[config.mk]
export PLATFORM = sky130hd
export DESIGN_NAME = blackjack_round_ctrl
export DESIGN_NICKNAME = d
export VERILOG_FILES = /design/src/rtl/blackjack_round_ctrl.sv
export SDC_FILE = /design/constraint.sdc
export NUM_CORES = 1
export LEC_CHECK = 0
export CAP_MARGIN = 20
export CORE_UTILIZATION = 24
export DETAILED_ROUTE_END_ITERATION = 8
export PLACE_DENSITY = 0.48
export SKIP_LAST_GASP = 1
export SYNTH_ARGS = -nofsm -noshare
export SYNTH_HDL_FRONTEND = slang
export SYNTH_SLANG_ARGS = --single-unit
export TNS_END_PERCENT = 10
[constraint.sdc]
create_clock -name clk -period 2.4 [get_ports clk]
set_clock_uncertainty 0.2 [all_clocks]
set_input_delay 0.72 -clock clk [delete_from_list [all_inputs] [get_ports clk]]
set_output_delay 0.72 -clock clk [all_outputs]
set_load 0.05 [all_outputs]
[src/rtl/blackjack_round_ctrl.sv]
// -----------------------------------------------------------------------------
// blackjack_round_ctrl
//
// Sequences one blackjack round between two players, Slave and Master.
// It requests cards from a deck source, deals the opening hand (Slave,
// Master, Slave, Master), then runs the Slave's hit/stand turn followed by
// the Master's. It keeps both running totals and the sticky finish flags
// that the result-display logic reads directly.
//
// Ports:
//   clk, rst          rising-edge clock; asynchronous active-high reset
//   start             begin a round (honoured only in IDLE or DONE)
//   hitSlave          Slave asks for a card (S_TURN only)
//   standSlave        Slave ends its turn (S_TURN only)
//   hitMaster         Master asks for a card (M_TURN only)
//   standMaster       Master ends its turn (M_TURN only)
//   cardValid         deck source presents a card on cardValue
//   cardValue[3:0]    rank code 0..15 (0 = discard, 11..15 weigh 10)
//   cardReq           controller wants a card (DEAL, S_DRAW, M_DRAW)
//   turnMaster        0 = Slave to act / be dealt, 1 = Master
//   totalValueSlave   Slave running total
//   totalValueMaster  Master running total
//   finishSlave       Slave turn closed (sticky until start/reset)
//   finishMaster      Master turn closed (sticky until start/reset)
//   roundDone         high while in DONE
//   stateDbg[2:0]     current FSM state, for observation only
//
// Card handshake: cardReq acts as ready and cardValid as valid. A card
// transfers on every rising edge where both are high; the total it feeds
// is visible the cycle after. cardReq is held until a card is taken, and
// cardValid while cardReq is low has no effect. A rank-0 card completes the
// transfer but is thrown away, so cardReq stays high for a replacement.
// -----------------------------------------------------------------------------
module blackjack_round_ctrl #(
   parameter int TURN_TIMEOUT = 255,
   parameter int BUST_LIMIT   = 21
) (
   input  logic       clk,
   input  logic       rst,
   input  logic       start,
   input  logic       hitSlave,
   input  logic       standSlave,
   input  logic       hitMaster,
   input  logic       standMaster,
   input  logic       cardValid,
   input  logic [3:0] cardValue,
   output logic       cardReq,
   output logic       turnMaster,
   output logic [4:0] totalValueSlave,
   output logic [4:0] totalValueMaster,
   output logic       finishSlave,
   output logic       finishMaster,
   output logic       roundDone,
   output logic [2:0] stateDbg
);

   localparam int            CW          = $clog2(TURN_TIMEOUT + 1);
   localparam logic [CW-1:0] TIMEOUT_VAL = CW'(TURN_TIMEOUT);
   localparam logic [4:0]    LIMIT       = 5'(BUST_LIMIT);

   typedef enum logic [2:0] {
      IDLE   = 3'd0,
      DEAL   = 3'd1,
      S_TURN = 3'd2,
      S_DRAW = 3'd3,
      M_TURN = 3'd4,
      M_DRAW = 3'd5,
      DONE   = 3'd6
   } state_t;

   state_t        state;
   state_t        nextState;
   logic [1:0]    dealIdx;
   logic [CW-1:0] turnTimer;

   logic [4:0] cardWeight;
   logic       cardTaken;
   logic [4:0] slaveSum;
   logic [4:0] masterSum;
   logic       timedOut;

   logic addSlave;
   logic addMaster;
   logic setFinishSlave;
   logic setFinishMaster;
   logic clearRound;
   logic dealAdvance;

   assign stateDbg = state;

   // Rank to weight; rank 0 weighs nothing and is never added.
   always_comb begin
      cardWeight = 5'd0;
      if (cardValue > 4'd10)
         cardWeight = 5'd10;
      else
         cardWeight = {1'b0, cardValue};
   end

   // A card that actually counts: transferred and not a discard.
   assign cardTaken = cardReq && cardValid && (cardValue != 4'd0);
   // Draws only happen at totals <= 20, so 5 bits always hold the sum.
   assign slaveSum  = totalValueSlave + cardWeight;
   assign masterSum = totalValueMaster + cardWeight;
   assign timedOut  = (turnTimer == TIMEOUT_VAL);

   // Next-state and control decode.
   always_comb begin
      nextState       = state;
      cardReq         = 1'b0;
      turnMaster      = 1'b0;
      roundDone       = 1'b0;
      addSlave        = 1'b0;
      addMaster       = 1'b0;
      setFinishSlave  = 1'b0;
      setFinishMaster = 1'b0;
      clearRound      = 1'b0;
      dealAdvance     = 1'b0;

      case (state)
         IDLE: begin
            if (start) begin
               clearRound = 1'b1;
               nextState  = DEAL;
            end
         end

         DEAL: begin
            cardReq    = 1'b1;
            turnMaster = dealIdx[0];
            if (cardTaken) begin
               dealAdvance = 1'b1;
               if (dealIdx[0])
                  addMaster = 1'b1;
               else
                  addSlave = 1'b1;
               if (dealIdx == 2'd3)
                  nextState = S_TURN;
            end
         end

         S_TURN: begin
            // Stand (explicit, timeout or exact limit) beats hit.
            if (standSlave || timedOut || (totalValueSlave == LIMIT)) begin
               setFinishSlave = 1'b1;
               nextState      = M_TURN;
            end else if (hitSlave) begin
               nextState = S_DRAW;
            end
         end

         S_DRAW: begin
            cardReq = 1'b1;
            if (cardTaken) begin
               addSlave = 1'b1;
               if (slaveSum > LIMIT) begin
                  // Slave bust ends the round; the Master does not play.
                  setFinishSlave  = 1'b1;
                  setFinishMaster = 1'b1;
                  nextState       = DONE;
               end else if (slaveSum == LIMIT) begin
                  setFinishSlave = 1'b1;
                  nextState      = M_TURN;
               end else begin
                  nextState = S_TURN;
               end
            end
         end

         M_TURN: begin
            turnMaster = 1'b1;
            if (standMaster || timedOut || (totalValueMaster == LIMIT)) begin
               setFinishMaster = 1'b1;
               nextState       = DONE;
            end else if (hitMaster) begin
               nextState = M_DRAW;
            end
         end

         M_DRAW: begin
            cardReq    = 1'b1;
            turnMaster = 1'b1;
            if (cardTaken) begin
               addMaster = 1'b1;
               if (masterSum >= LIMIT) begin
                  setFinishMaster = 1'b1;
                  nextState       = DONE;
               end else begin
                  nextState = M_TURN;
               end
            end
         end

         DONE: begin
            roundDone = 1'b1;
            if (start) begin
               clearRound = 1'b1;
               nextState  = DEAL;
            end
         end

         default: begin
            nextState = IDLE;
         end
      endcase
   end

   // State, totals, flags, deal index and turn timer.
   always_ff @(posedge clk or posedge rst) begin
      if (rst) begin
         state            <= IDLE;
         dealIdx          <= 2'd0;
         turnTimer        <= '0;
         totalValueSlave  <= 5'd0;
         totalValueMaster <= 5'd0;
         finishSlave      <= 1'b0;
         finishMaster     <= 1'b0;
      end else begin
         state <= nextState;

         if (clearRound) begin
            totalValueSlave  <= 5'd0;
            totalValueMaster <= 5'd0;
            finishSlave      <= 1'b0;
            finishMaster     <= 1'b0;
            dealIdx          <= 2'd0;
         end else begin
            if (addSlave)
               totalValueSlave <= slaveSum;
            if (addMaster)
               totalValueMaster <= masterSum;
            if (setFinishSlave)
               finishSlave <= 1'b1;
            if (setFinishMaster)
               finishMaster <= 1'b1;
            if (dealAdvance)
               dealIdx <= dealIdx + 2'd1;
         end

         // The timer restarts on every state change, so each entry into a
         // turn state (including the return from a draw) starts from zero.
         // A turn state always leaves when the timer hits TURN_TIMEOUT, so
         // it never wraps.
         if (nextState != state)
            turnTimer <= '0;
         else if ((state == S_TURN) || (state == M_TURN))
            turnTimer <= turnTimer + CW'(1);
         else
            turnTimer <= '0;
      end
   end

endmodule

==> results of run 1 <==
==> Yosys cell counts (all sizes together), types with 3 or more instances <==
cell	instances	share of area
dfrtp	25	0.34
nor2	21	0.043
nand2	11	0.023
nand3	10	0.027
o21ai	10	0.027
xnor2	10	0.048
inv	9	0.019
nor2b	9	0.035
ha	8	0.055
a21oi	7	0.019
mux2i	7	0.038
xor2	7	0.034
clkbuf	6	0.012
and3	4	0.014
a21o	3	0.013
a31oi	3	0.010
and2	3	0.011
nand2b	3	0.012
o211ai	3	0.015
==> metal layers <==
metal	up-vias	global-route usage	wire (um)
met5	-	0	0
met4	0	0.0303	30
met3	2	0.0286	163
met2	28	0.226	2270
met1	810	0.192	2550
li1	821	-	-
==> cell type report <==
type | instances | area, um2 | area share
multi-input combinational | 155 | 1280 | 0.474
sequential | 25 | 626 | 0.232
timing repair buffer | 63 | 589 | 0.219
tap | 99 | 124 | 0.0459
clock buffer | 4 | 45.0 | 0.0167
inverter | 9 | 33.8 | 0.0125
==> registers in the layout, indices dropped and copies added (netlist names) <==
signal	cells
totalValueMaster	5
dealIdx	2
finishSlave	1
turnTimer	8
totalValueSlave	5
stateDbg	3
finishMaster	1
==> what timing repair did <==
action | in CTS | in global routing
setup buffers | 6 | 1
pin swaps | 14 | 12
gates cloned | 0 | 0
endpoints found under the setup margin | 25 | 20
gates resized for setup | 39 | 9
==> kinds of logic (layout without fill, tap and decap cells) <==
kind of cell,count (synthesis),after routing,synth area share
simple gates,79,79,0.253
compound gates,40,40,0.153
buf+inv,18,76,0.0419
flops,25,25,0.343
xor+xnor,17,17,0.0817
fa+ha+maj,12,12,0.0885
mux,7,7,0.0384
==> path summary, 6_finish.rpt <==
path | start | end | slack, ps
max in group asynchronous | rst | dealIdx[1] | 1120
worst max register to register | totalValueSlave[0] | stateDbg[1] | 60
min in group asynchronous | rst | totalValueMaster[4] | 600
worst max-delay path | cardValue[1] | stateDbg[1] | -230
worst min-delay path | turnTimer[0] | turnTimer[0] | 260
worst min register to register | turnTimer[0] | turnTimer[0] | 260
==> worst max-delay path, stage by stage <==
cell     delay, ps
buf_8          100
o21ai_2        120
and2_4         170
buf_6           90
ha_4           120
inv_2           30
fa_2           430
xnor2_4        220
xnor2_2        140
o21ai_2         90
a311o_1        360
==> report_power, final <==
part	switching (mW)	internal [mW]
Clock	0.150	0.119
Combinational	1.19	0.946
Sequential	0.159	0.542
Total	1.50	1.61
==> metrics by stage <==
stage	power, mW	hold slack (ps)	instances	TNS, ps
after floorplan	1.91	225	198	-1200
after global placement	2.66	248	344	-14290
after detailed placement	2.66	246	344	-14430
after CTS	3.04	260	354	-1740
after global routing	3.32	298	355	-3270
final	3.10	262	355	-2080
==> impl_metrics.py, run 1 <==
metrics = {
    "yosys": {
        "yosysSeqAreaShare": 0.343,
        "yosys_register_bits": 25,
        "synth_area_um2": 1820,
        "synth_flop_cell": "dfrtp_1",
        "synth_edf_count": 0,
        "synth.net_count": 220,
        "async_reset_ff_frac": 1.00,
        "postSynthCellCount": 198,
        "yosysWarnings": 0,
        "avgSynthCellArea_um2": 9.21,
        "synth_cell_types": 54,
    },
    "place": {
        "placed_cell_area_um2": 2460,
        "port_buffers": 29,
        "dp_hpwl_mm": 3.67,
        "gp_congestion": 0.775,
        "dpl_worst_slack_ps": -1040,
    },
    "timing": {
        "report.final.slew_viol_count": 0,
        "fin_crit_sh": 1.09,
        "tightest_slew_ps": 720,
        "setup_ws_ps": -225,
        "finalHoldViolations": 0,
        "max_slew_margin": 0.519,
        "setup_viol": 16,
        "rsz0062_at_grt": "true",
        "layout_min_cycle_time_ps": 2630,
        "fmax_mhz": 381,
    },
    "floorplan": {
        "die_h_um": 89.2,
        "rows": 31,
        "die_x_um": 89.2,
        "coreArea_um2": 7290,
        "start_util": 0.250,
        "die_area_um2": 7950,
        "io_pins": 30,
    },
    "global_routing": {
        "grt.total_usage": 0.140,
        "grt_pass1_wl_mm": 8.43,
        "grt_pass1_vias": 1692,
        "grt_max_degree": 26,
        "grt_remaining_overflow": 0,
        "antenna_found_initial": 0,
    },
    "drt": {
        "drc": 0,
        "routed_wl_mm": 5.02,
        "drt_iter0_drc": 51,
        "dr.pass1.iters": 4,
        "via_count": 1661,
        "avgRoutedWirePerCell_um": 14.1,
        "postRouteAntennaNets": 0,
        "vias_per_cell": 4.68,
    },
    "setup_path": {
        "worst-r2r-cell-count": 7,
        "critPathLaunchType": "input pin",
        "worstSetupPathType": "in -> reg",
        "crit_arrival_ps": 2600,
        "worstPathRequired_ps": 2370,
        "cp_max_fo": 3,
        "endpoint_kind": "flop",
    },
    "finish": {
        "final_util": 0.370,
        "fin_nets": 279,
        "nFillCells": 775,
        "postLayoutCellArea_um2": 2700,
        "final_cell_mix": "buf_4 (44), dfrtp_1 (25), nor2_1 (21)",
        "antenna_cells": 0,
        "layout-drive-gt1-share": 0.352,
        "final_common_cell": "buf_4",
        "area.growth.synth_to_final_pct": 47.9,
    },
    "power": {
        "irDropWorstVdd_mv": 0.755,
        "p_per_area_nw_per_um2": 1150,
        "leakage_nw": 1.20,
    },
    "clock_network": {
        "clock_sinks": 25,
        "clockBufferDepth": 2,
        "cts_hold_buf": 0,
        "cts-buffers-inserted": 3,
        "path_clk_slew_ps": 100,
        "htreeDepth": 1,
        "clk_latency_ps": 280,
        "cts_tree": "done",
        "clock-root-buffer": "clkbuf_8",
    },
    "min_path": {
        "min_path_type": "reg -> reg",
        "min_path_cells": 1,
    },
    "status": {
        "failed_checks": "negative setup slack",
        "outcome": "finished, violations left",
    },
    "flow_run": {
        "max_cap_violations": 0,
    },
}
No activity file was read; power rests on OpenSTA's default activity.
==> run 2: changes to the inputs <==
- CORE_MARGIN: not set -> 3
- SLEW_MARGIN: not set -> 10
==> run 2 against run 1 <==
  * The run still ends with negative setup slack left
  * Die area up 9.2%
  * Flip-flop and latch count unchanged
  * Non-clock buffer count up 12
  * First-iteration DRC count up 5.9%
  * Cell area up 3.6%
  * Sequential power about the same
  * Largest cell class unchanged
  * Highest routed layer unchanged
==> impl_metrics.py, run 2 (same netlist as run 1, synthesis figures left out) <==
metrics = {
    "status": {
        "outcome": "finished, violations left",
        "failed_checks": "negative setup slack",
    },
    "timing": {
        "layout_min_cycle_time_ps": 2650,
        "setup_viol": 17,
        "tightest_slew_ps": 670,
        "max_slew_margin": 0.552,
        "fin_crit_sh": 1.11,
        "report.final.slew_viol_count": 0,
        "rsz0062_at_grt": "true",
        "tns_ps": -1980,
        "hold_ws_ps": 258,
        "fmax_mhz": 377,
        "setup_ws_ps": -252,
        "finalHoldViolations": 0,
    },
    "power": {
        "p_per_area_nw_per_um2": 1160,
        "pwr-share-comb": 0.694,
        "p_sw_frac": 0.476,
        "internal_power_mw": 1.69,
        "leakage_nw": 1.26,
        "p_seq_frac": 0.218,
        "clkPwrFrac": 0.088,
        "irDropWorstVdd_mv": 0.812,
        "switching_power_mw": 1.54,
    },
    "floorplan": {
        "die_h_um": 93.2,
        "start_util": 0.250,
        "rows": 31,
        "die_area_um2": 8680,
        "io_pins": 30,
        "die_x_um": 93.2,
        "coreArea_um2": 7290,
    },
    "finish": {
        "final_cell_mix": "buf_4 (53), dfrtp_1 (25), nor2_1 (21)",
        "area.growth.synth_to_final_pct": 53.2,
        "antenna_cells": 0,
        "fin_nets": 291,
        "final_common_cell": "buf_4",
        "largest-register": "turnTimer",
        "nFillCells": 776,
        "largestRegisters": "turnTimer x8, totalValueMaster x5, totalValueSlave x5",
        "final_util": 0.383,
        "layout-drive-gt1-share": 0.392,
        "largest_reg_flops": 8,
    },
    "clock_network": {
        "path_clk_slew_ps": 110,
        "clk_latency_ps": 290,
        "cts_tree": "done",
        "htreeDepth": 1,
        "clock-root-buffer": "clkbuf_8",
        "cts-buffers-inserted": 3,
        "clock_sinks": 25,
        "clockBufferDepth": 2,
    },
    "drt": {
        "drt_iter0_drc": 54,
        "via_count": 1710,
        "avgRoutedWirePerCell_um": 14.5,
        "routed_wl_mm": 5.34,
        "dr.pass1.iters": 4,
        "drc": 0,
        "postRouteAntennaNets": 0,
        "vias_per_cell": 4.66,
    },
    "place": {
        "gp_congestion": 0.793,
        "port_buffers": 29,
        "dpl_worst_slack_ps": -1040,
        "dp_hpwl_mm": 3.75,
    },
    "global_routing": {
        "grt.total_usage": 0.127,
        "grt_pass1_vias": 1779,
        "antenna_found_initial": 0,
        "grt_pass1_wl_mm": 8.76,
        "grt_remaining_overflow": 0,
        "grt_max_degree": 26,
    },
    "setup_path": {
        "critPathMaxStageDelay_ps": 360,
        "endpoint_kind": "flop",
        "crit_arrival_ps": 2620,
        "critical_path.top_delay_family": "compound AO/OA/AOI/OAI gates",
        "worstSetupPathType": "in -> reg",
        "worstPathRequired_ps": 2370,
        "slowest_stage": "fa_2",
        "crit_chain": "buf_6, o21ai_2, and2_4, ha_4, fa_2, a31oi_1, o211ai_1, xor2_1, buf_4, a31oi_1, a311o_1",
        "crit_buf_inv": 2,
        "cp_max_fo": 3,
        "critPathLaunchType": "input pin",
        "crit_top_cell": "a31oi_1",
    },
    "flow_run": {
        "max_cap_violations": 0,
    },
    "min_path": {
        "min_path_type": "reg -> reg",
    },
}
-- run 2: timing repair --
item | 4_1_cts | 5_1_grt
setup endpoints to repair | 25 | 20
gates resized for setup | 41 | 5
setup buffers | 8 | 2
pin swaps | 19 | 5
hold buffers | 0 | 0
-- run 2: final timing paths --
path	cells past startpoint	end	slack [ps]	from
worst max-delay path	11	stateDbg[1]	-250	cardValue[2]
worst min-delay path	1	turnTimer[0]	260	turnTimer[0]
worst max register to register	8	stateDbg[1]	40	totalValueSlave[0]
worst min register to register	1	turnTimer[0]	260	turnTimer[0]
max in group asynchronous	3	totalValueSlave[0]	1140	rst
min in group asynchronous	3	totalValueMaster[2]	590	rst
-- run 2: power groups by stage --
stage | Sequential [mW] | Clock [mW] | Combinational, mW
2_1_floorplan | 1.01 | 0 | 0.899
3_3_place_gp | 0.705 | 0 | 2.03
3_5_place_dp | 0.699 | 0 | 2.04
4_1_cts | 0.704 | 0.305 | 2.20
5_1_grt | 0.725 | 0.315 | 2.40
6_report | 0.704 | 0.285 | 2.24
-- run 2: final cells by class --
class / count / area (um2) / area share
clock inverters: 1 / 8.76 / 0.00314
flip-flops and latches: 25 / 626 / 0.224
well taps: 99 / 124 / 0.0444
inverters: 9 / 33.8 / 0.0121
multi-input cells: 155 / 1270 / 0.454
clock buffers: 3 / 41.3 / 0.0148
repair buffers: 75 / 692 / 0.248
-- run 2: per-layer routing --
metal,share of wire,wire length (um),vias up,global-route usage
met5,0,0,-,0
li1,-,-,839,-
met3,0.038,201,4,0.0274
met1,0.46,2470,838,0.171
met4,0.011,57,0,0.0269
met2,0.49,2610,29,0.208
-- run 2: metrics by stage --
step / cell area [um2] / std cells / power, mW
3_3_place_gp: 2540 / 353 / 2.73
2_1_floorplan: 1850 / 198 / 1.91
5_1_grt: 2790 / 367 / 3.44
4_1_cts: 2750 / 365 / 3.21
3_5_place_dp: 2540 / 353 / 2.74
6_report: 2790 / 367 / 3.23
-- run 2: worst register-to-register path: cells and delay by family, from the launching register on --
| kind | cells | cell delay (ps) |
|---|---|---|
| AOI/OAI and AO/OA | 4 | 730 |
| adders and majority gates | 2 | 540 |
| buffers and inverters | 1 | 130 |
| xor gates and xnor gates | 1 | 220 |
| DFF | 1 | 430 |
==> patch 1 (flow settings as in run 1) <==
Set the parameter `TURN_TIMEOUT` to 510 (it was 255).
--- a/src/rtl/blackjack_round_ctrl.sv
+++ b/src/rtl/blackjack_round_ctrl.sv
@@ -32,7 +32,7 @@
 // transfer but is thrown away, so cardReq stays high for a replacement.
 // -----------------------------------------------------------------------------
 module blackjack_round_ctrl #(
-   parameter int TURN_TIMEOUT = 255,
+   parameter int TURN_TIMEOUT = 510,
    parameter int BUST_LIMIT   = 21
 ) (
    input  logic       clk,
Check against the original RTL: no difference found for any inputs over 10 cycles, from zero or initial values and one cycle with rst high; that may be too few to reach the edited logic, so the function may still have changed.
==> patch 1 against run 1 <==
  * The run still ends with negative setup slack left
  * Routed wire length down 1.9%
  * Total power up 3.8%
  * Via count up 2.0%
  * Critical endpoint is now finishSlave
  * Worst setup slack worse by 0.090 ns
  * Largest cell class unchanged
  * Combinational power about the same
  * Synthesized area up 3.3%
  * Sequential cell count up 1
  * Highest routed layer unchanged
  * Sequential share of layout area up 1.3 points
  * Non-clock buffer count up 1
  * Cell area down 1.4%
  * Utilization down 1.1 points
==> patch 1: results (changes against run 1) <==
Run status
  • Outcome: complete, but fails checks
  • Failing checks: negative setup slack

Synth
  • Synth Area in XOR/XNOR: 7.44% (-0.73 points)
  • Synth Area in Compound Gates: 16.8% (+1.5 points)
  • Mux cell area share after synthesis: 1.06% (-2.8 points)
  • Syn Nets: 236 (+7.3%)
  • Commonest cells post-synth: dfrtp_1, nand2_1, nor2_1
  • Sequential-to-total area share from yosys stat: 34.6% (+0.23 points)

Global routing
  • GR met1 Demand/Resource: 18.0% (-1.2 points)
  • Vias in the first global route: 1651 (-2.4%)
  • Total GRT Usage: 12.7% (-1.3 points)

Place
  • DPL Wire Length: 3850 um (+5.1%)
  • Placer Congestion: 0.836 (+7.9%)

Clock tree
  • Post-CTS setup buffers: 2 (-4)
  • CTS-repair resized insts: 23 (-41%)

STA
  • Slew headroom: 72.4% (+21 points)
  • Final setup viols: 5 (-11)
  • Setup TNS: -1.15 ns (+0.926 ns)
  • Final WS setup: -0.315 ns (-0.0901 ns)

Power
  • Sequential power share: 22.1% (-0.5 points)
  • Power, Total: 3.22 mW (+3.8%)

Drt
  • Vias: 1694 (+2.0%)
  • Met1 WL: 2460 um (-3.6%)
  • Met2 wire len: 2300 um (+1.2%)
  • DR iter-0 viols: 32 (-37%)

Cells and area
  • Non-CTS buffers: 64 (+1.6%)
  • Filler cells: 788 (+1.7%)
  • Signal buf overhead: 22.2% (+0.31 points)
  • Final nets: 296 (+6.1%)
  • Seq/total area: 24.5% (+1.3 points)
  • ClkCell Share: 2.68% (+1.0 points)
  • Non-clk invs: 6 (-3)
  • # clk buffers: 3 (-1)

Setup path
  • WP data arrival: 2.68 ns (+0.08 ns)
  • Worst R2R End: finishSlave
==> patch 1: changes by cell type after synthesis, moves of 4 or more <==
| cell | run 1 | this run |
|---|---|---|
| nor2_1 | 21 | 16 |
| mux2i_1 | 7 | 2 |
| nand4_1 | 1 | 5 |
| nand2_1 | 11 | 26 |
| nor2b_1 | 8 | 4 |
| nor2_2 | 0 | 9 |
==> patch 1: critical path, stage by stage <==
cell and delay (ns):
buf_6 0.09, o21ai_2 0.11, and2_4 0.16, ha_4 0.14
fa_2 0.45, buf_4 0.16, nor2_1 0.08, nor3b_1 0.05
or4_4 0.42, a311oi_2 0.23, nor2_1 0.07
==> patch 1: through the flow <==
stage / setup WS, ns / instances / hold slack [ns] / area (um2)
after floorplan: -0.511 / 211 / 0.276 / 1890
after global placement: -1.10 / 362 / 0.307 / 2520
after detailed placement: -1.13 / 362 / 0.306 / 2520
after CTS: -0.411 / 368 / 0.323 / 2630
after global routing: -0.374 / 369 / 0.339 / 2660
final: -0.315 / 369 / 0.322 / 2660
==> patch 2 (settings of run 1) <==
Without the edit above. Reset style: synchronous (`rst`), changed in one clocked block. Comments in the files are not updated.
--- a/src/rtl/blackjack_round_ctrl.sv
+++ b/src/rtl/blackjack_round_ctrl.sv
@@ -206,7 +206,7 @@
    end
 
    // State, totals, flags, deal index and turn timer.
-   always_ff @(posedge clk or posedge rst) begin
+   always_ff @(posedge clk) begin
       if (rst) begin
          state            <= IDLE;
          dealIdx          <= 2'd0;
Check against the original RTL: differs if rst is asserted again (counterexample within 4 cycles, from zero or initial values and one cycle with rst high); with rst held inactive, the same outputs for 10 cycles.
==> patch 2 against run 1 <==
  * The flow still finishes with violations (negative setup slack)
  * Synthesized area is 6.2% lower
  * Cell area decreased by 4.8%
  * Die area is 6.1% lower
  * Synthesized cell count down 4.5%
  * Routed wire length shrank 13%
  * Worst setup slack worse by 0.14 ns
  * Sequential cell count unchanged
  * Worst hold slack better by 0.0072 ns
  * Maximum frequency fell by 4.9%
Power is left out: it rests on default switching activity, and per cell area and clock period it moved more than threefold.
==> patch 2: results (changes against run 1) <==
Run status
  • Outcome: complete, but fails checks
  • Failing checks: negative setup slack

STA
  • Final setup viols: 22 (+6)
  • Final WS setup: -0.360 ns (-0.135 ns)
  • Final Max Slew Viols: 0 (unchanged)
  • Number of hold violations in the final report: 0 (unchanged)
  • Setup TNS: -4.95 ns (-2.87 ns)
  • Slew headroom: 34.8% (-17 points)

Setup path
  • Family with the most delay on the worst path: simple AND/OR/NAND/NOR gates
  • Critical-path maximum fanout: 3 (unchanged)
  • Critical path startpoint: cardValue[1]
  • Max incr delay on CP: 0.43 ns (about the same)
  • R2r startpoint: totalValueSlave[1]
  • CP max stage cell: fa_2
  • WP data arrival: 2.72 ns (+0.12 ns)

Clock tree
  • Reg clk slew, reported paths: 0.10 ns (about the same)
  • Worst-Skew Late Latency: 0.28 ns (about the same)
  • Clock buffer count from CTS: 3 (unchanged)
  • Clock Tree Root: clkbuf_8
  • Max H-tree Level: 1 (unchanged)
  • CTS Buffer Depth: 2 (unchanged)

Drt
  • DRT Pass-1 Iters: 4 (unchanged)
  • DR iter-0 viols: 44 (-14%)
  • Vias per cell: 4.44 (-5.2%)
  • Routed len/inst: 12.4 um (-12%)

Worst hold path
  • Hold wc startpoint: turnTimer[0]
  • Worst hold path type: flop to flop

Global routing
  • Total GRT Usage: 12.5% (-1.5 points)
  • Vias in the first global route: 1530 (-9.6%)
  • Initial antenna violation count: 0 (unchanged)
  • Largest net degree at the start of global routing: 16 (-38%)
  • First-pass GRT wire length: 7360 um (-13%)

Synth
  • Number of distinct library cells after synthesis: 51 (-5.6%)
  • Top cells by area, synth: dfxtp_1, xor2_1, nor2_1, ha_1, mux2i_1
  • Sequential-to-total area share from yosys stat: 29.3% (-5.0 points)
  • YS warnings: 0 (unchanged)
  • Commonest cells post-synth: nor2_1, dfxtp_1, nand2_1, xor2_1
  • Share of synthesized registers carrying an async set or reset: 0% (-100 points)
  • Syn Nets: 211 (-4.1%)
  • Ys flop type: dfxtp_1

Cells and area
  • Ratio of cells with drive above 1 in the final layout: 37.2% (+2.1 points)
  • Top Registers: turnTimer (8), totalValueMaster (5), totalValueSlave (5)
  • Diode count: 0 (unchanged)
  • Final nets: 281 (+0.72%)

Place
  • Port bufs: 29 (unchanged)
  • Place WS: -1.12 ns (-0.0766 ns)
  • Placer Congestion: 0.814 (+5.0%)
  • DPL Wire Length: 3410 um (-7.0%)
[patch 2: changes by cell type after synthesis, sizes merged, moves of 3 or more]
cell    before  now
o211ai       3    0
dfrtp       25    0
nand3       10    7
nand4b       1    4
inv          9    4
nor2b        9    2
dfxtp        0   25
and3         4    0
xnor2       10    5
xor2         7   14
nand2b       3    0
nor2        21   30
[patch 2: per-stage QoR]
stage                     std cells  area, um2
after floorplan                 189       1750
after global placement          343       2380
after detailed placement        343       2380
after CTS                       352       2550
after global routing            354       2570
final                           354       2570
[patch 2: kinds of logic after synthesis]
group	share of synthesized area, %
AND/OR/NAND/NOR	23.4
AO/OA/AOI/OAI	17.2
flip-flops	29.3
XOR/XNOR	11.6
adder cells (fa/ha/maj)	9.44
buffers and inverters	4.47
multiplexers	4.69
[patch 2: area by class of cell]
class	count	area, um2
clock buffer	3	41.3
clock inverter	1	7.51
fill	726	4270
inverter	4	15.0
multi-input combinational	153	1230
sequential	25	500
tap	96	120
timing repair buffer	72	649
[patch 2: worst paths after layout]
path,endpoint,slack [ns],cells after the start
worst max-delay path,stateDbg[1],-0.36,10
worst min-delay path,turnTimer[0],0.27,1
worst max register to register,stateDbg[2],0.02,7
worst min register to register,turnTimer[0],0.27,1
[patch 2: repair_timing]
item                                   4_1_cts  5_1_grt
buffers inserted                             5        2
setup endpoints to repair                   24       23
gates resized for setup                     32        3
gates cloned                                 0        0
pin swaps                                   26        8
endpoints found under the hold margin        0        0
[patch 2: per-layer routing]
layer  part of all wire, %  wire [um]  track usage (%)
met1                    48       2090             16.2
met2                    48       2110             21.6
met3                   3.7        162             2.76
met4                  0.32         14             1.82
met5                     0          0                0
